--- config.mk ---
export PLATFORM = sky130hd
export DESIGN_NAME = uart_tx_fifo_frame
export DESIGN_NICKNAME = d
export VERILOG_FILES = /design/src/rtl/uart_tx_fifo_frame.sv
export SDC_FILE = /design/constraint.sdc
export NUM_CORES = 1
export LEC_CHECK = 0
export ABC_AREA = 1
export CAP_MARGIN = 20
export CORE_UTILIZATION = 54
export DETAILED_ROUTE_END_ITERATION = 6
export HOLD_SLACK_MARGIN = 0.02
export PLACE_DENSITY = 0.73
export REMOVE_ABC_BUFFERS = 1
export SYNTH_ARGS = -nofsm -noshare
export SYNTH_HDL_FRONTEND = slang
export SYNTH_SLANG_ARGS = --single-unit
--- constraint.sdc ---
create_clock -name uart_tx_clk -period 2.05 [get_ports uart_tx_clk]
set_input_delay 0.205 -clock uart_tx_clk [delete_from_list [all_inputs] [get_ports uart_tx_clk]]
set_output_delay 0.205 -clock uart_tx_clk [all_outputs]
set_load 0.02 [all_outputs]
--- src/rtl/uart_tx_fifo_frame.sv ---
// UART transmitter with a valid/ready input FIFO, configurable data width, parity and stop bits.
// Queued frames are sent back-to-back; the serial line is driven from a flop.
module uart_tx_fifo_frame #(
  parameter logic [31:0] CLK_FREQ   = 32'd50_000_000,
  parameter logic [31:0] UART_BAUD  = 32'd115200,
  parameter int          DATA_BITS  = 8,
  parameter int          PARITY     = 0,
  parameter int          STOP_BITS  = 1,
  parameter int          FIFO_DEPTH = 4
) (
  input  logic                               uart_tx_clk,
  input  logic                               reset_n,
  input  logic [DATA_BITS-1:0]               tx_data,
  input  logic                               tx_valid,
  output logic                               tx_ready,
  output logic                               tx_busy,
  output logic [$clog2(FIFO_DEPTH+1)-1:0]    fifo_level,
  output logic                               uart_tx_path
);

  localparam int BAUD_RATE_CNT = int'(CLK_FREQ / UART_BAUD);
  localparam int CNT_W = $clog2(BAUD_RATE_CNT);
  localparam int PTR_W = $clog2(FIFO_DEPTH);
  localparam int LVL_W = $clog2(FIFO_DEPTH + 1);
  localparam int BIT_W = 4;

  typedef enum logic [2:0] {ST_IDLE, ST_START, ST_DATA, ST_PARITY, ST_STOP} state_t;

  localparam state_t AFTER_DATA = (PARITY != 0) ? ST_PARITY : ST_STOP;

  state_t               state_reg, state_next;
  logic [DATA_BITS-1:0] mem [FIFO_DEPTH];
  logic [PTR_W-1:0]     wr_ptr_reg, rd_ptr_reg;
  logic [LVL_W-1:0]     level_reg;
  logic [CNT_W-1:0]     cnt_reg, cnt_next;
  logic [BIT_W-1:0]     bit_idx_reg, bit_idx_next;
  logic [DATA_BITS-1:0] shift_reg, shift_next;
  logic                 parity_reg, parity_next;
  logic                 line_reg, line_next;
  logic                 push, pop, bit_done, fifo_empty, head_par;
  logic [DATA_BITS-1:0] head;

  assign tx_ready     = (level_reg != LVL_W'(FIFO_DEPTH));
  assign push         = tx_valid && tx_ready;
  assign fifo_empty   = (level_reg == '0);
  assign head         = mem[rd_ptr_reg];
  assign head_par     = (PARITY == 1) ? ~(^head) : (^head);
  assign bit_done     = (cnt_reg == CNT_W'(BAUD_RATE_CNT - 1));
  assign fifo_level   = level_reg;
  assign tx_busy      = (state_reg != ST_IDLE) || !fifo_empty;
  assign uart_tx_path = line_reg;

  // Storage carries no reset: unread entries are don't-care.
  always_ff @(posedge uart_tx_clk) begin
    if (push) mem[wr_ptr_reg] <= tx_data;
  end

  always_ff @(posedge uart_tx_clk or negedge reset_n) begin
    if (!reset_n) begin
      wr_ptr_reg <= '0;
      rd_ptr_reg <= '0;
      level_reg  <= '0;
    end else begin
      if (push) wr_ptr_reg <= wr_ptr_reg + PTR_W'(1);
      if (pop)  rd_ptr_reg <= rd_ptr_reg + PTR_W'(1);
      case ({push, pop})
        2'b10:   level_reg <= level_reg + LVL_W'(1);
        2'b01:   level_reg <= level_reg - LVL_W'(1);
        default: level_reg <= level_reg;
      endcase
    end
  end

  always_ff @(posedge uart_tx_clk or negedge reset_n) begin
    if (!reset_n) begin
      state_reg   <= ST_IDLE;
      cnt_reg     <= '0;
      bit_idx_reg <= '0;
      shift_reg   <= '0;
      parity_reg  <= 1'b0;
      line_reg    <= 1'b1;
    end else begin
      state_reg   <= state_next;
      cnt_reg     <= cnt_next;
      bit_idx_reg <= bit_idx_next;
      shift_reg   <= shift_next;
      parity_reg  <= parity_next;
      line_reg    <= line_next;
    end
  end

  // The line flop follows the current state, so it lags the FSM by one cycle.
  always_comb begin
    state_next   = state_reg;
    cnt_next     = bit_done ? '0 : cnt_reg + CNT_W'(1);
    bit_idx_next = bit_idx_reg;
    shift_next   = shift_reg;
    parity_next  = parity_reg;
    line_next    = 1'b1;
    pop          = 1'b0;
    case (state_reg)
      ST_IDLE: begin
        cnt_next = '0;
        if (!fifo_empty) begin
          pop          = 1'b1;
          shift_next   = head;
          parity_next  = head_par;
          bit_idx_next = '0;
          state_next   = ST_START;
        end
      end
      ST_START: begin
        line_next = 1'b0;
        if (bit_done) begin
          bit_idx_next = '0;
          state_next   = ST_DATA;
        end
      end
      ST_DATA: begin
        line_next = shift_reg[0];
        if (bit_done) begin
          shift_next = shift_reg >> 1;
          if (bit_idx_reg == BIT_W'(DATA_BITS - 1)) begin
            bit_idx_next = '0;
            state_next   = AFTER_DATA;
          end else begin
            bit_idx_next = bit_idx_reg + BIT_W'(1);
          end
        end
      end
      ST_PARITY: begin
        line_next = parity_reg;
        if (bit_done) begin
          bit_idx_next = '0;
          state_next   = ST_STOP;
        end
      end
      ST_STOP: begin
        line_next = 1'b1;
        if (bit_done) begin
          if (bit_idx_reg == BIT_W'(STOP_BITS - 1)) begin
            bit_idx_next = '0;
            // Chain straight into the next start bit when data is waiting.
            if (!fifo_empty) begin
              pop         = 1'b1;
              shift_next  = head;
              parity_next = head_par;
              state_next  = ST_START;
            end else begin
              state_next  = ST_IDLE;
            end
          end else begin
            bit_idx_next = bit_idx_reg + BIT_W'(1);
          end
        end
      end
      default: state_next = ST_IDLE;
    endcase
  end

endmodule
; Yosys cells after proc, flatten, opt, wreduce, memory -nomap -nowiden
; Memory sizes are Yosys's and may differ from the RTL's.
; Cells that the tools add are included.
; W data, S select, Z words.
[op_classes]
div_mod_pow = 0
add_sub_neg = 6
eq_ne = 17
mux = 35
shift = 0
reduce_logical = 17
mul = 0
n_lt_le_gt_ge = 0
n_bitwise = 0
[ops]
columns = op, n
row1 = $mux W8, 4
row2 = $mux W4, 6
row3 = $pmux W8 S3, 1
row4 = $mux W3, 7
row5 = $mux W9, 2
row6 = $pmux W4 S4, 1
row7 = $pmux W3 S5, 1
row8 = $ne A2 B2 Y1 const B, 7
row9 = $add A9 B1 Y9 const B, 1
row10 = $eq A9 B9 Y1 const B, 1
row11 = $mux W1, 9
row12 = $reduce_xor A8 Y1, 1
row13 = $reduce_and A7 Y1, 1
row14 = $eq A3 B2 Y1 const B, 2
row15 = $logic_not A3 Y1, 2
row16 = $pmux W3 S2, 1
row17 = $reduce_bool A3 Y1, 2
row18 = $reduce_and A5 Y1, 1
row19 = $add A2 B1 Y2 const B, 2
row20 = $add A4 B1 Y4 const B, 1
row21 = $eq A4 B3 Y1 const B, 1
row22 = $logic_not A4 Y1, 1
row23 = $pmux W1 S2, 2
row24 = $reduce_and A4 Y1, 1
row25 = 16 further kinds, 17
[word_totals]
inputBits = 11
rom_bits = 0
output_inout_bits = 6
latch_bits = 0
mem_bits_rw = 32
register_bits = 33
mem_count = 1
elab_cells = 85
[memory_table]
columns = memory, words, width, rd, rd_clocked_by_memory_dff, write_ports, line_no
row1 = mem, 4, 8, 1, 0, 1, 32  ; logic [DATA_BITS-1:0] mem [FIFO_DEPTH];

; Logic depth before layout (Yosys ltp)
[logic_depth]
ltp_word = 7
ltp_mapped = 14
mapped_depth_nobuf = 13

; Worst setup path after synthesis
; Ideal clock, no wire load.
[synth_path]
path_kind = register to register
startpoint = reg bit_idx_reg[0]
endpoint = reg level_reg[2] (netlist: fifo_level[2])
period_less_slack_ps = 2182
slack_ps = -132
arrival_time_ps = 2050
stages_incl_launch_ff = 13
n_path_buf = 0
setup_time_ps = 132
cell_sequence = dfrtp_1 inv_1 ha_1 nand3_1 o21ai_4 nand2_2 inv_1 ha_1 inv_1 fa_1 a21oi_1 o21ai_0 xnor2_1
[synth_via]
elab_chain_len = 6
elab_cells_between_ends = 8
cone_classes = eq/ne: 2 / mux: 4 / reduce/logical: 2
[synth_lines]
columns = element, line_no
row1 = from (decl), 36  ; logic [BIT_W-1:0] bit_idx_reg, bit_idx_next;
row2 = from (signal assigned), 85  ; bit_idx_reg <= bit_idx_next;
row3 = $logic_not A4 Y1 (*), 141  ; if (bit_idx_reg == BIT_W'(STOP_BITS - 1)) begin
row4 = $mux W1 (*), 141
row5 = $mux W1 (*), 140  ; if (bit_done) begin
row6 = $pmux W1 S2 (*), 101  ; case (state_reg)
row7 = net pop, 40  ; logic push, pop, bit_done, fifo_empty, head_par;
row8 = $eq A2 B1 Y1 or $eq A2 B2 Y1 (tied branches), 66  ; case ({push, pop})
row9 = $pmux W3 S2 or $reduce_bool A2 Y1 (tied branches), n/a
row10 = to (signal assigned), 67  ; 2'b10: level_reg <= level_reg + LVL_W'(1);
row11 = to (signal assigned), 68  ; 2'b01: level_reg <= level_reg - LVL_W'(1);
row12 = to (signal assigned), 69  ; default: level_reg <= level_reg;
row13 = to (decl), 34  ; logic [LVL_W-1:0] level_reg;
; Mark *: on every way through the listed nets, which the timed path passes. The rest lies on a longest branch.
; A chain may end at the register's enable or synchronous reset.

; Final worst setup path
[layout_path]
startpoint = reg bit_idx_reg[1]
endpoint = reg level_reg[2] (netlist: fifo_level[2])
; Same word-level chain as after synthesis.

==> flow_summary.ini <==
[synth]
avgSynthCellArea_sq_um = 9.14
synth_top_flop_cell = edfxtp_1
async_reset_ff_share_pct = 50.8
ys_seq_elements = 65
synth.most_common_cell = nand2_1
synth_area_sq_um = 3310
yosys_warnings = 0
synth_top_cell_by_area = edfxtp_1
synth_edf_count = 32
yosysUniqueCellTypes = 35
synth_common_cells = nand2_1 (127), inv_1 (35), dfrtp_1 (32), edfxtp_1 (32), nand3_1 (25)
syn-instance-count = 362
ys_seq_area_share_pct = 54.0
synth_area_leaders = edfxtp_1 (29%), dfrtp_1 (24%), nand2_1 (14%)
synth_top_cell_area_share_pct = 29.0

[detailed_routing]
detail-route-antenna-nets = 0
via_count = 2499
via_per_inst = 5.01
wl_per_cell_um = 13.1
dr.pass1.iters = 5
wl_met1_um = 2940
drc = 0
routed_wl_um = 6540
top_layer_used = met4
wl_met2_um = 3280
drt_iter0_drc = 86
wl_met3_um = 203

[grt]
grt_max_degree = 34
antenna_found_initial = 0
grtUsageTotal_pct = 22.4
grt.overflow.total = 0
grt_pass1_wl_um = 10700
first_global_vias = 2379

[timing]
min_period_over_period_pct = 97.9
max_slew_margin_pct = 63.6
finClkSkew_ns = 0.00961
fin_crit_ns = 2.01
finalMaxSlewViolations = 0
setup_violations = 0
fin_hold_ws_ns = 0.258
worstMarginPinSlew_ns = 0.546
clock.fmax_ghz = 0.498
rsz0062_at_grt = true
setup_ws_ns = 0.0424
hold_viol = 0

[outcome]
outcome = complete, no violations

[cts]
clock_sinks = 65
clockBufferDepth = 2
h-tree-depth = 3
cts_buffers = 9
path_clk_slew_ns = 0.08
cts_root_buf = clkbuf_8
cts_tree = built
clk_latency_ns = 0.35

[placement]
place_congestion = 0.750
dp_hpwl_um = 4440
pre_cts_slack_ns = -0.107
port-buffer-count = 16
place_inst = 480

[worst_setup_path]
path_cells = inv_1, ha_2, nand3_4, o21ai_4, nand2_2, inv_2, ha_4, inv_2, fa_2, a21oi_2, o21ai_2, xnor2_1
reg2reg_depth = 12
start_kind = register
cp_slowest_cell = dfrtp_1
worstPathRequired_ns = 2.30
rrSetupSlack_ns = 0.04
slowest_delay_ns = 0.38
r2r_start = bit_idx_reg[1]
reg2reg_to = fifo_level[2]
endpoint = fifo_level[2]
crit_fanout = 2
endpoint_kind = register
cp-startpoint = bit_idx_reg[1]
arrival_ns = 2.25
cp_common_cell = inv_2
worstSetupPathType = register to register

[floorplanning]
core_sq_um = 5920
die_x_um = 80.3
io_pins = 17
dieArea_sq_um = 6440
dieHeight_um = 80.3
initial_core_util_pct = 55.9
rows = 28

[run]
max_cap_viol_count = 0

[pwr]
leakagePower_uw = 0.00190
swShare_pct = 41.4
p_int_uw = 3890
p_clk_share_pct = 20.1
vdd.ir_drop.worst_uv = 852
p_switching_uw = 2750
powerDensity_nw_per_um2 = 1630
pwr-share-seq_pct = 30.4
combPwrFrac_pct = 49.5

[layout]
largest_reg_flops = 32
fillers = 453
area_growth_pct = 23.4
drive_above_1_share_pct = 22.6
stdcell_count = 499
final_util_pct = 69.0
fin_nets = 440
n_antenna_cell = 0

[min_path]
hold_path_class = input pin to asynchronous set/reset pin
[what timing repair did]
action / in CTS / in global routing
endpoints found under the hold margin: 0 / 0
setup endpoints to repair: 2 / 3
pin swaps: 5 / 7
buffers inserted: 2 / 1
hold buffers: 0 / 0
resized for setup: 11 / 10
[logic make-up (layout without fill, tap and decap cells)]
family,count (synthesis),after routing,share of synthesized area [%]
compound gates,32,32,6.62
flops,65,65,54.0
simple gates,198,198,26.1
buf+inv,47,109,6.62
xor+xnor,10,10,2.65
fa+ha+maj,10,10,4.01
[cells in the final DEF (no fill, tap or decap), types with 2 or more instances in the layout]
master             n
nand2_1          127
buf_4             37
dfrtp_1           32
edfxtp_1          32
inv_1             30
nand3_1           24
nor2_1            21
clkdlybuf4s50_1   15
o21ai_0           12
o21ai_2            9
clkbuf_8           9
inv_2              8
nand2_2            7
xor2_1             7
ha_1               6
a21oi_1            5
nor3_1             5
nor2_4             3
xnor2_1            3
bufinv_16          3
nor2_2             2
nand3_2            2
o21ai_1            2
ha_4               2
clkinv_4           2
[per-layer routing]
| layer | track usage (%) | vias up |
|---|---|---|
| met4 | 9.46 | 0 |
| met3 | 5.57 | 11 |
| li1 | - | 1273 |
| met1 | 26.7 | 1176 |
| met2 | 38.6 | 39 |
| met5 | 0 | - |
[stage by stage]
step	instance area, sq um	power (uW)	TNS [ns]
2_1_floorplan	3250	4120	-0.132
3_3_place_gp	3750	5000	-0.0588
3_5_place_dp	3750	5140	-0.107
4_1_cts	4040	6570	-0.00459
5_1_grt	4080	7160	-0.0949
6_report	4080	6640	0
[worst min path at each step]
stage / startpoint / to / slack [ns] / cells after the start
5_1_grt: reset_n / cnt_reg[7] / 0.30 / 2
4_1_cts: reset_n / cnt_reg[6] / 0.27 / 2
6_report: reset_n / shift_reg[0] / 0.26 / 2
3_3_place_gp: shift_reg[2] / shift_reg[2] / 0.46 / 2
3_5_place_dp: shift_reg[4] / shift_reg[4] / 0.47 / 2
2_1_floorplan: reset_n / bit_idx_reg[0] / -0.09 / 0
[power groups by stage]
stage	clock network, uW	registers (uW)	logic, uW
after floorplan	0	2090	2030
after global placement	0	2000	3000
after detailed placement	0	2020	3120
after CTS	1350	2010	3210
after global routing	1400	2050	3710
final	1330	2020	3280
[final cells by class]
class	count	area (sq um)	area share, %
Clock buffer	9	124	3.03
Clock inverter	7	119	2.91
Inverter	40	156	3.83
Multi-Input combinational cell	250	1360	33.4
Sequential cell	65	1790	43.8
Tap cell	75	93.8	2.30
Timing Repair Buffer	53	438	10.7
[critical path: cells and delay by family, from the launching register on]
family | cells | cell delay (ns)
fa+ha+maj | 3 | 0.66
compound gates | 3 | 0.40
flops | 1 | 0.38
buf+inv | 3 | 0.18
simple gates | 2 | 0.16
xor+xnor | 1 | 0.12
Note: power is estimated with default switching activity, not from simulation.
